## config.mk

```make
export PLATFORM = sky130hd
export DESIGN_NAME = aes_dec_key_schedule
export DESIGN_NICKNAME = d
export VERILOG_FILES = /design/src/rtl/aes_dec_key_schedule.sv
export SDC_FILE = /design/constraint.sdc
export NUM_CORES = 2
export LEC_CHECK = 0
export CAP_MARGIN = 20
export CORE_ASPECT_RATIO = 0.9
export CORE_UTILIZATION = 47
export CTS_CLUSTER_DIAMETER = 120
export DETAILED_ROUTE_END_ITERATION = 10
export HOLD_SLACK_MARGIN = 0.08
export PLACE_DENSITY = 0.7
export SLEW_MARGIN = 20
export SYNTH_ARGS = -nofsm -noshare
export SYNTH_HDL_FRONTEND = slang
export SYNTH_SLANG_ARGS = --single-unit
```

## constraint.sdc

```tcl
create_clock -name clk -period 36.9 [get_ports clk]
set_clock_uncertainty 0.2 [all_clocks]
set_input_delay 5.535 -clock clk [delete_from_list [all_inputs] [get_ports clk]]
set_output_delay 5.535 -clock clk [all_outputs]
set_load 0.02 [all_outputs]
```

## src/rtl/aes_dec_key_schedule.sv

```systemverilog
// aes_dec_key_schedule
//   AES-128 key expansion for the decryption path. A cipher key is expanded into
//   round keys 0..10 (one per cycle) and held in an 11-entry store. The store is
//   then served to the inverse-round datapath in reverse order (10 down to 0).
// Ports
//   clk, rst_n   rising-edge clock, asynchronous active-low reset
//   key_load     sample key_in and (re)start expansion from any state
//   key_in       cipher key, w0 in the most significant 32 bits
//   rk_req       request the next round key (reverse order), honoured in READY only
//   rk_rewind    move the read pointer back to round 10 (beats rk_req)
//   busy         expansion in progress
//   ready        all round keys stored, requests accepted
//   rk_valid     single-cycle pulse, rk_out/rk_idx valid
//   rk_out       round key
//   rk_idx       round index of rk_out
//   rk_last      rk_valid for round 0
module aes_dec_key_schedule #(
  parameter int NR    = 10,
  parameter int KEY_W = 128
) (
  input  logic             clk,
  input  logic             rst_n,
  input  logic             key_load,
  input  logic [KEY_W-1:0] key_in,
  input  logic             rk_req,
  input  logic             rk_rewind,
  output logic             busy,
  output logic             ready,
  output logic             rk_valid,
  output logic [KEY_W-1:0] rk_out,
  output logic [3:0]       rk_idx,
  output logic             rk_last
);

  localparam logic [3:0] LAST_IDX = 4'(NR);
  localparam logic [3:0] LAST_CNT = 4'(NR - 1);

  localparam logic [7:0] SBOX [256] = '{
    8'h63, 8'h7c, 8'h77, 8'h7b, 8'hf2, 8'h6b, 8'h6f, 8'hc5, 8'h30, 8'h01, 8'h67, 8'h2b, 8'hfe, 8'hd7, 8'hab, 8'h76,
    8'hca, 8'h82, 8'hc9, 8'h7d, 8'hfa, 8'h59, 8'h47, 8'hf0, 8'had, 8'hd4, 8'ha2, 8'haf, 8'h9c, 8'ha4, 8'h72, 8'hc0,
    8'hb7, 8'hfd, 8'h93, 8'h26, 8'h36, 8'h3f, 8'hf7, 8'hcc, 8'h34, 8'ha5, 8'he5, 8'hf1, 8'h71, 8'hd8, 8'h31, 8'h15,
    8'h04, 8'hc7, 8'h23, 8'hc3, 8'h18, 8'h96, 8'h05, 8'h9a, 8'h07, 8'h12, 8'h80, 8'he2, 8'heb, 8'h27, 8'hb2, 8'h75,
    8'h09, 8'h83, 8'h2c, 8'h1a, 8'h1b, 8'h6e, 8'h5a, 8'ha0, 8'h52, 8'h3b, 8'hd6, 8'hb3, 8'h29, 8'he3, 8'h2f, 8'h84,
    8'h53, 8'hd1, 8'h00, 8'hed, 8'h20, 8'hfc, 8'hb1, 8'h5b, 8'h6a, 8'hcb, 8'hbe, 8'h39, 8'h4a, 8'h4c, 8'h58, 8'hcf,
    8'hd0, 8'hef, 8'haa, 8'hfb, 8'h43, 8'h4d, 8'h33, 8'h85, 8'h45, 8'hf9, 8'h02, 8'h7f, 8'h50, 8'h3c, 8'h9f, 8'ha8,
    8'h51, 8'ha3, 8'h40, 8'h8f, 8'h92, 8'h9d, 8'h38, 8'hf5, 8'hbc, 8'hb6, 8'hda, 8'h21, 8'h10, 8'hff, 8'hf3, 8'hd2,
    8'hcd, 8'h0c, 8'h13, 8'hec, 8'h5f, 8'h97, 8'h44, 8'h17, 8'hc4, 8'ha7, 8'h7e, 8'h3d, 8'h64, 8'h5d, 8'h19, 8'h73,
    8'h60, 8'h81, 8'h4f, 8'hdc, 8'h22, 8'h2a, 8'h90, 8'h88, 8'h46, 8'hee, 8'hb8, 8'h14, 8'hde, 8'h5e, 8'h0b, 8'hdb,
    8'he0, 8'h32, 8'h3a, 8'h0a, 8'h49, 8'h06, 8'h24, 8'h5c, 8'hc2, 8'hd3, 8'hac, 8'h62, 8'h91, 8'h95, 8'he4, 8'h79,
    8'he7, 8'hc8, 8'h37, 8'h6d, 8'h8d, 8'hd5, 8'h4e, 8'ha9, 8'h6c, 8'h56, 8'hf4, 8'hea, 8'h65, 8'h7a, 8'hae, 8'h08,
    8'hba, 8'h78, 8'h25, 8'h2e, 8'h1c, 8'ha6, 8'hb4, 8'hc6, 8'he8, 8'hdd, 8'h74, 8'h1f, 8'h4b, 8'hbd, 8'h8b, 8'h8a,
    8'h70, 8'h3e, 8'hb5, 8'h66, 8'h48, 8'h03, 8'hf6, 8'h0e, 8'h61, 8'h35, 8'h57, 8'hb9, 8'h86, 8'hc1, 8'h1d, 8'h9e,
    8'he1, 8'hf8, 8'h98, 8'h11, 8'h69, 8'hd9, 8'h8e, 8'h94, 8'h9b, 8'h1e, 8'h87, 8'he9, 8'hce, 8'h55, 8'h28, 8'hdf,
    8'h8c, 8'ha1, 8'h89, 8'h0d, 8'hbf, 8'he6, 8'h42, 8'h68, 8'h41, 8'h99, 8'h2d, 8'h0f, 8'hb0, 8'h54, 8'hbb, 8'h16
  };

  function automatic logic [7:0] rcon(input logic [3:0] i);
    case (i)
      4'd0:    rcon = 8'h01;
      4'd1:    rcon = 8'h02;
      4'd2:    rcon = 8'h04;
      4'd3:    rcon = 8'h08;
      4'd4:    rcon = 8'h10;
      4'd5:    rcon = 8'h20;
      4'd6:    rcon = 8'h40;
      4'd7:    rcon = 8'h80;
      4'd8:    rcon = 8'h1b;
      4'd9:    rcon = 8'h36;
      default: rcon = 8'h00;
    endcase
  endfunction

  typedef enum logic [1:0] {IDLE, EXPAND, READY} state_t;

  state_t           state, state_next;
  logic [KEY_W-1:0] store [0:NR];
  logic [3:0]       cnt;
  logic [3:0]       ptr;
  logic [3:0]       wr_idx;
  logic [KEY_W-1:0] prev_rk, next_rk;
  logic [31:0]      w0, w1, w2, w3, rot, t, w4, w5, w6, w7;

  // One expansion round: slot cnt -> slot cnt+1 with Rcon index cnt.
  always_comb begin
    prev_rk = store[cnt];
    w0      = prev_rk[127:96];
    w1      = prev_rk[95:64];
    w2      = prev_rk[63:32];
    w3      = prev_rk[31:0];
    rot     = {w3[23:0], w3[31:24]};
    t       = {SBOX[rot[31:24]], SBOX[rot[23:16]], SBOX[rot[15:8]], SBOX[rot[7:0]]}
              ^ {rcon(cnt), 24'h0};
    w4      = w0 ^ t;
    w5      = w4 ^ w1;
    w6      = w5 ^ w2;
    w7      = w6 ^ w3;
    next_rk = {w4, w5, w6, w7};
    wr_idx  = cnt + 4'd1;
  end

  always_ff @(posedge clk or negedge rst_n) begin
    if (!rst_n) state <= IDLE;
    else        state <= state_next;
  end

  always_comb begin
    state_next = state;
    case (state)
      IDLE:    if (key_load) state_next = EXPAND;
      EXPAND:  if (!key_load && cnt == LAST_CNT) state_next = READY;
      READY:   if (key_load) state_next = EXPAND;
      default: state_next = IDLE;
    endcase
  end

  // Key store has no reset; its contents are only read after a full expansion.
  always_ff @(posedge clk) begin
    if (key_load)              store[0]      <= key_in;
    else if (state == EXPAND)  store[wr_idx] <= next_rk;
  end

  always_ff @(posedge clk or negedge rst_n) begin
    if (!rst_n) begin
      busy     <= 1'b0;
      ready    <= 1'b0;
      rk_valid <= 1'b0;
      rk_last  <= 1'b0;
      rk_out   <= '0;
      rk_idx   <= '0;
      cnt      <= '0;
      ptr      <= '0;
    end else begin
      rk_valid <= 1'b0;
      rk_last  <= 1'b0;
      if (key_load) begin
        // Restart from any state; a same-edge rk_req is dropped.
        cnt   <= '0;
        busy  <= 1'b1;
        ready <= 1'b0;
      end else begin
        case (state)
          EXPAND: begin
            cnt <= cnt + 4'd1;
            if (cnt == LAST_CNT) begin
              busy  <= 1'b0;
              ready <= 1'b1;
              ptr   <= LAST_IDX;
            end
          end
          READY: begin
            if (rk_rewind) begin
              ptr <= LAST_IDX;
            end else if (rk_req) begin
              rk_valid <= 1'b1;
              rk_out   <= store[ptr];
              rk_idx   <= ptr;
              rk_last  <= (ptr == 4'd0);
              ptr      <= (ptr == 4'd0) ? LAST_IDX : ptr - 4'd1;
            end
          end
          default: ;
        endcase
      end
    end
  end

endmodule

```

==> results list <==
* Final setup viols: 0
- Among all flip-flop cells after synthesis, the most frequent one is edfxtp_1.
- Post-Syn Area: between 80000 and 90000 sq um
* Number of endpoints with negative hold slack in the final report: 0
- DPL Wire Length: around 210 mm
* Leakage power: roughly 33 nW
- # Post-CTS Setup Buffers: 0
- Crit share post-route: about a quarter
- In the final routed layout, each cell accounts on average for ~33 um.
* Worst rel slew slack: slightly below 6%
- The worst setup path is captured at a register.
* CTS tree: built
- For this run, the number of Yosys warnings is 0.
- The flow ran to the end, and the final reports show no timing, DRC or antenna violations.
* Final total negative setup slack: 0 ns
- After the last flow step, the layout net total stands at between 7000 and 8000.
* Insertion delay of the later-clocked pin in the worst-skew pair: about 0.85 ns
- Biggest area consumer among synthesized cells: edfxtp_1
- The number of nets in the synthesized netlist is between 7000 and 8000.
* Async set or reset register ratio after synthesis: 9.40%
- The tool flagged a number of max-cap violations equal to 0.
- The die covers 191000 sq um.
- Post-synth cell types: roughly 120
* Signal arrival time at the worst endpoint: 9.68 ns
- Critical path start-end classification: register to register
- Combinational logic is responsible for between 50% and 60% of the overall power.
* Post-CTS Hold Fix Bufs: 0
- Total power consumption of the routed design: roughly 0.0088 W
- Total GRT Usage: 33.8%
* Via count: approximately 69000
- Summed over all layers, the global routing overflow is 0.
* Deepest level of the CTS H-tree: 4
- Clock tree synthesis selected as its root buffer the cell clkbuf_16.
* Number of synthesized register bits: between 1500 and 2000
* Via count of the first global-routing pass: 65800
- IO Count: 269
* Antenna violations before repair: 13
* Starting density of the core: 47.3%
* Aggregate routed wire length: around 330 mm
* Highest clock rate: 107 MHz
* Worst-path clk slew: 0.06 ns
- Worst setup SP type: register
- Part of the Yosys area used for sequential elements: 51.5%
- Crit path required time: ~37 ns
* GPL Wtd Cong: between 1 and 1.5
* Fraction of synthesized cell area taken by the top area cell type: 47.4%
- Setup repair after global routing left no endpoint under its margin.
* Hold/Removal Path Class: register to register
- Port buffering added 268 buffers.
- Post-CTS sizing: 0
- The first TritonRoute pass finished after 8 iterations.
- In this run the worst path has a maximum fanout of 61.
* Portion of total power attributed to sequential cells: 30.7%
- In this run the power density over the cells is about 90 nW/um^2.
- Synthesis produced approximately 7100 cells.
- Switching power share of the total: between 40 and 50%
- Count of standard-cell rows: 151
* Proportion of layout cells with a drive suffix above 1: 17.0%
* Maximum number of pins on one net before global-route repair: around 150
* Final worst path period need: between 9 and 10 ns
- Tightest Pin Transition: 1.40 ns
- In this run, CTS created clock tree buffers numbering around 160.
- Average footprint of a synthesized cell: between 10 and 15 sq um
- The die is between 400 and 500 um wide.
* Flop2flop setup slack: 27.52 ns
- From synthesis to final layout, the design area changed by 11.5%.
* Initial drt markers: around 11000
- Max Root-Sink Buffers: 3
- Internal Pwr Total: approximately 0.0049 W
- Max-slew violation total from the final report: 0
- The worst-case IR drop observed on VDD is around 0.000063 V.
- The clock net in this run drives a total of 1554 sinks.
- The count of nets left with antenna violations once routing finished came out at 0.
- Power spent charging and discharging nets: 0.00395 W
- Dividing the detail-routed via count by the number of cells gives 7.00.
* DRC violation count after routing: 0
- In this run, synthesis inferred between 1000 and 1500 flip-flops with an integrated enable.
- Clock Power Share: between 10% and 20%
- Measured along the y axis, the die boundary spans approximately 420 um.
- Dominant cells by area after synthesis: edfxtp_1 47%, mux4_2 13%, mux2i_1 5.5%
- Placeable core region: about 190000 sq um
- The first global-routing pass estimated between 400 and 500 mm of wire.
==> routing by layer <==
layer / up-vias / wire (um) / global-route usage [%]
li1: 28300 / - / -
met1: 34500 / 122000 / 44.9
met2: 4964 / 145000 / 50.5
met3: 942 / 39900 / 8.87
met4: 6 / 20900 / 18.1
met5: - / 53 / 0
==> synth_stat cells (33+ instances only) <==
cell type / number
xor2_1: 34
mux2_2: 99
a31oi_1: 89
buf_6: 36
o311ai_0: 49
buf_2: 180
o211ai_1: 167
a21oi_1: 324
edfxtp_1: 1408
a311oi_1: 38
nor3_1: 118
o221ai_1: 33
buf_4: 83
xnor2_1: 127
clkbuf_1: 260
mux4_2: 500
a221oi_1: 49
o21ai_1: 45
ha_1: 60
buf_1: 83
nor4_1: 43
nor2_1: 356
mux2i_1: 493
o21ai_0: 516
inv_1: 36
o22ai_1: 38
nand2_1: 851
a211oi_1: 90
o31ai_1: 47
nand3_1: 103
dfrtp_1: 146
nand4_1: 40
==> cells by family (layout without fill, tap and decap cells) <==
group,Yosys count,count (layout),synth area share [%]
muxes,1095,1095,19.5
AOI/OAI and AO/OA,1850,1850,14.0
xor gates and xnor gates,186,186,2.14
and+or+nand+nor,1669,1669,8.19
buffers and inverters,698,857,3.89
DFF,1554,1554,51.5
adders and majority gates,60,60,0.842
other,0,7,0
==> final timing paths <==
kind                       cells past startpoint       from       endpoint
setup reg to reg                              19     cnt[3]  store[10][31]
hold / removal                                 2  rk_out[8]      rk_out[8]
setup / recovery                              19     cnt[3]  store[10][31]
min in group asynchronous                      1      rst_n      rk_idx[1]
max in group asynchronous                      3      rst_n     rk_out[59]
hold reg to reg                                2  rk_out[8]      rk_out[8]
==> state kept, by name (all words and copies together), names as in the netlist <==
signal and flops:
store 1408, rk_last 1, rk_valid 1, rk_idx 4
ptr 4, cnt 4, state 2, ready 1
rk_out 128, busy 1
==> power by group through the flow <==
stage	registers [W]	logic, W	clock network (W)
5_1_grt	0.00274	0.00460	0.00177
2_1_floorplan	0.00272	0.00259	0
6_report	0.00272	0.00442	0.00170
3_3_place_gp	0.00273	0.00419	0
3_5_place_dp	0.00275	0.00420	0
4_1_cts	0.00272	0.00422	0.00171
==> critical path, cell delays in order (launching register included) <==
cell      delay [ns]
dfrtp_4         0.68
buf_4           0.46
buf_4           0.48
or3b_1          0.49
buf_4           0.46
o22ai_2         0.25
nor3_4          0.17
buf_4           0.50
clkinv_2        0.53
buf_4           0.50
a21oi_1         0.50
a211oi_1        0.15
o32ai_1         0.34
a31oi_1         0.07
o21ai_1         0.81
xnor2_1         0.31
xnor2_1         0.89
buf_4           0.29
xnor2_1         0.07
o21ai_0         0.75
==> per-stage QoR <==
stage          cell area, sq um  util, %  setup WS [ns]  cells  hold slack [ns]
2_1_floorplan             89200        -          17.12   7112            0.242
3_3_place_gp              93800     49.8          26.49   9485            0.259
3_5_place_dp              93800     49.8          26.53   9486            0.262
4_1_cts                   99300     52.7          27.43   9789            0.277
5_1_grt                   99400     52.8          27.37   9796            0.288
6_report                  99400     52.8          27.52   9802            0.273
==> final cells by class <==
cell class,count,area [sq um]
inverters,52,209
well taps,2524,3160
flip-flops and latches,1554,46000
clock buffers,201,4270
clock inverters,102,1220
diodes,7,17.5
repair buffers,502,4540
multi-input cells,4860,40100
fillers,15600,88900
==> cell usage in the layout (no fill, tap or decap), drive strengths merged, types with 30 or more instances in the layout <==
| master | instances |
|---|---|
| a31oi | 93 |
| o21ai | 561 |
| o31ai | 48 |
| xnor2 | 134 |
| a21oi | 324 |
| o311ai | 60 |
| edfxtp | 1408 |
| nand3 | 106 |
| mux4 | 500 |
| clkinv | 63 |
| nor3 | 126 |
| nand2 | 852 |
| a221oi | 50 |
| dfrtp | 146 |
| o2111ai | 30 |
| o221ai | 33 |
| buf | 232 |
| a311oi | 40 |
| ha | 60 |
| inv | 66 |
| nand4 | 40 |
| o22ai | 49 |
| a211oi | 97 |
| o211ai | 170 |
| clkdlybuf4s50 | 267 |
| nand2b | 30 |
| clkbuf | 204 |
| nor2 | 357 |
| mux2i | 494 |
| nor4 | 45 |
| mux2 | 101 |
| xor2 | 41 |
No activity file was read; power rests on OpenSTA's default activity.
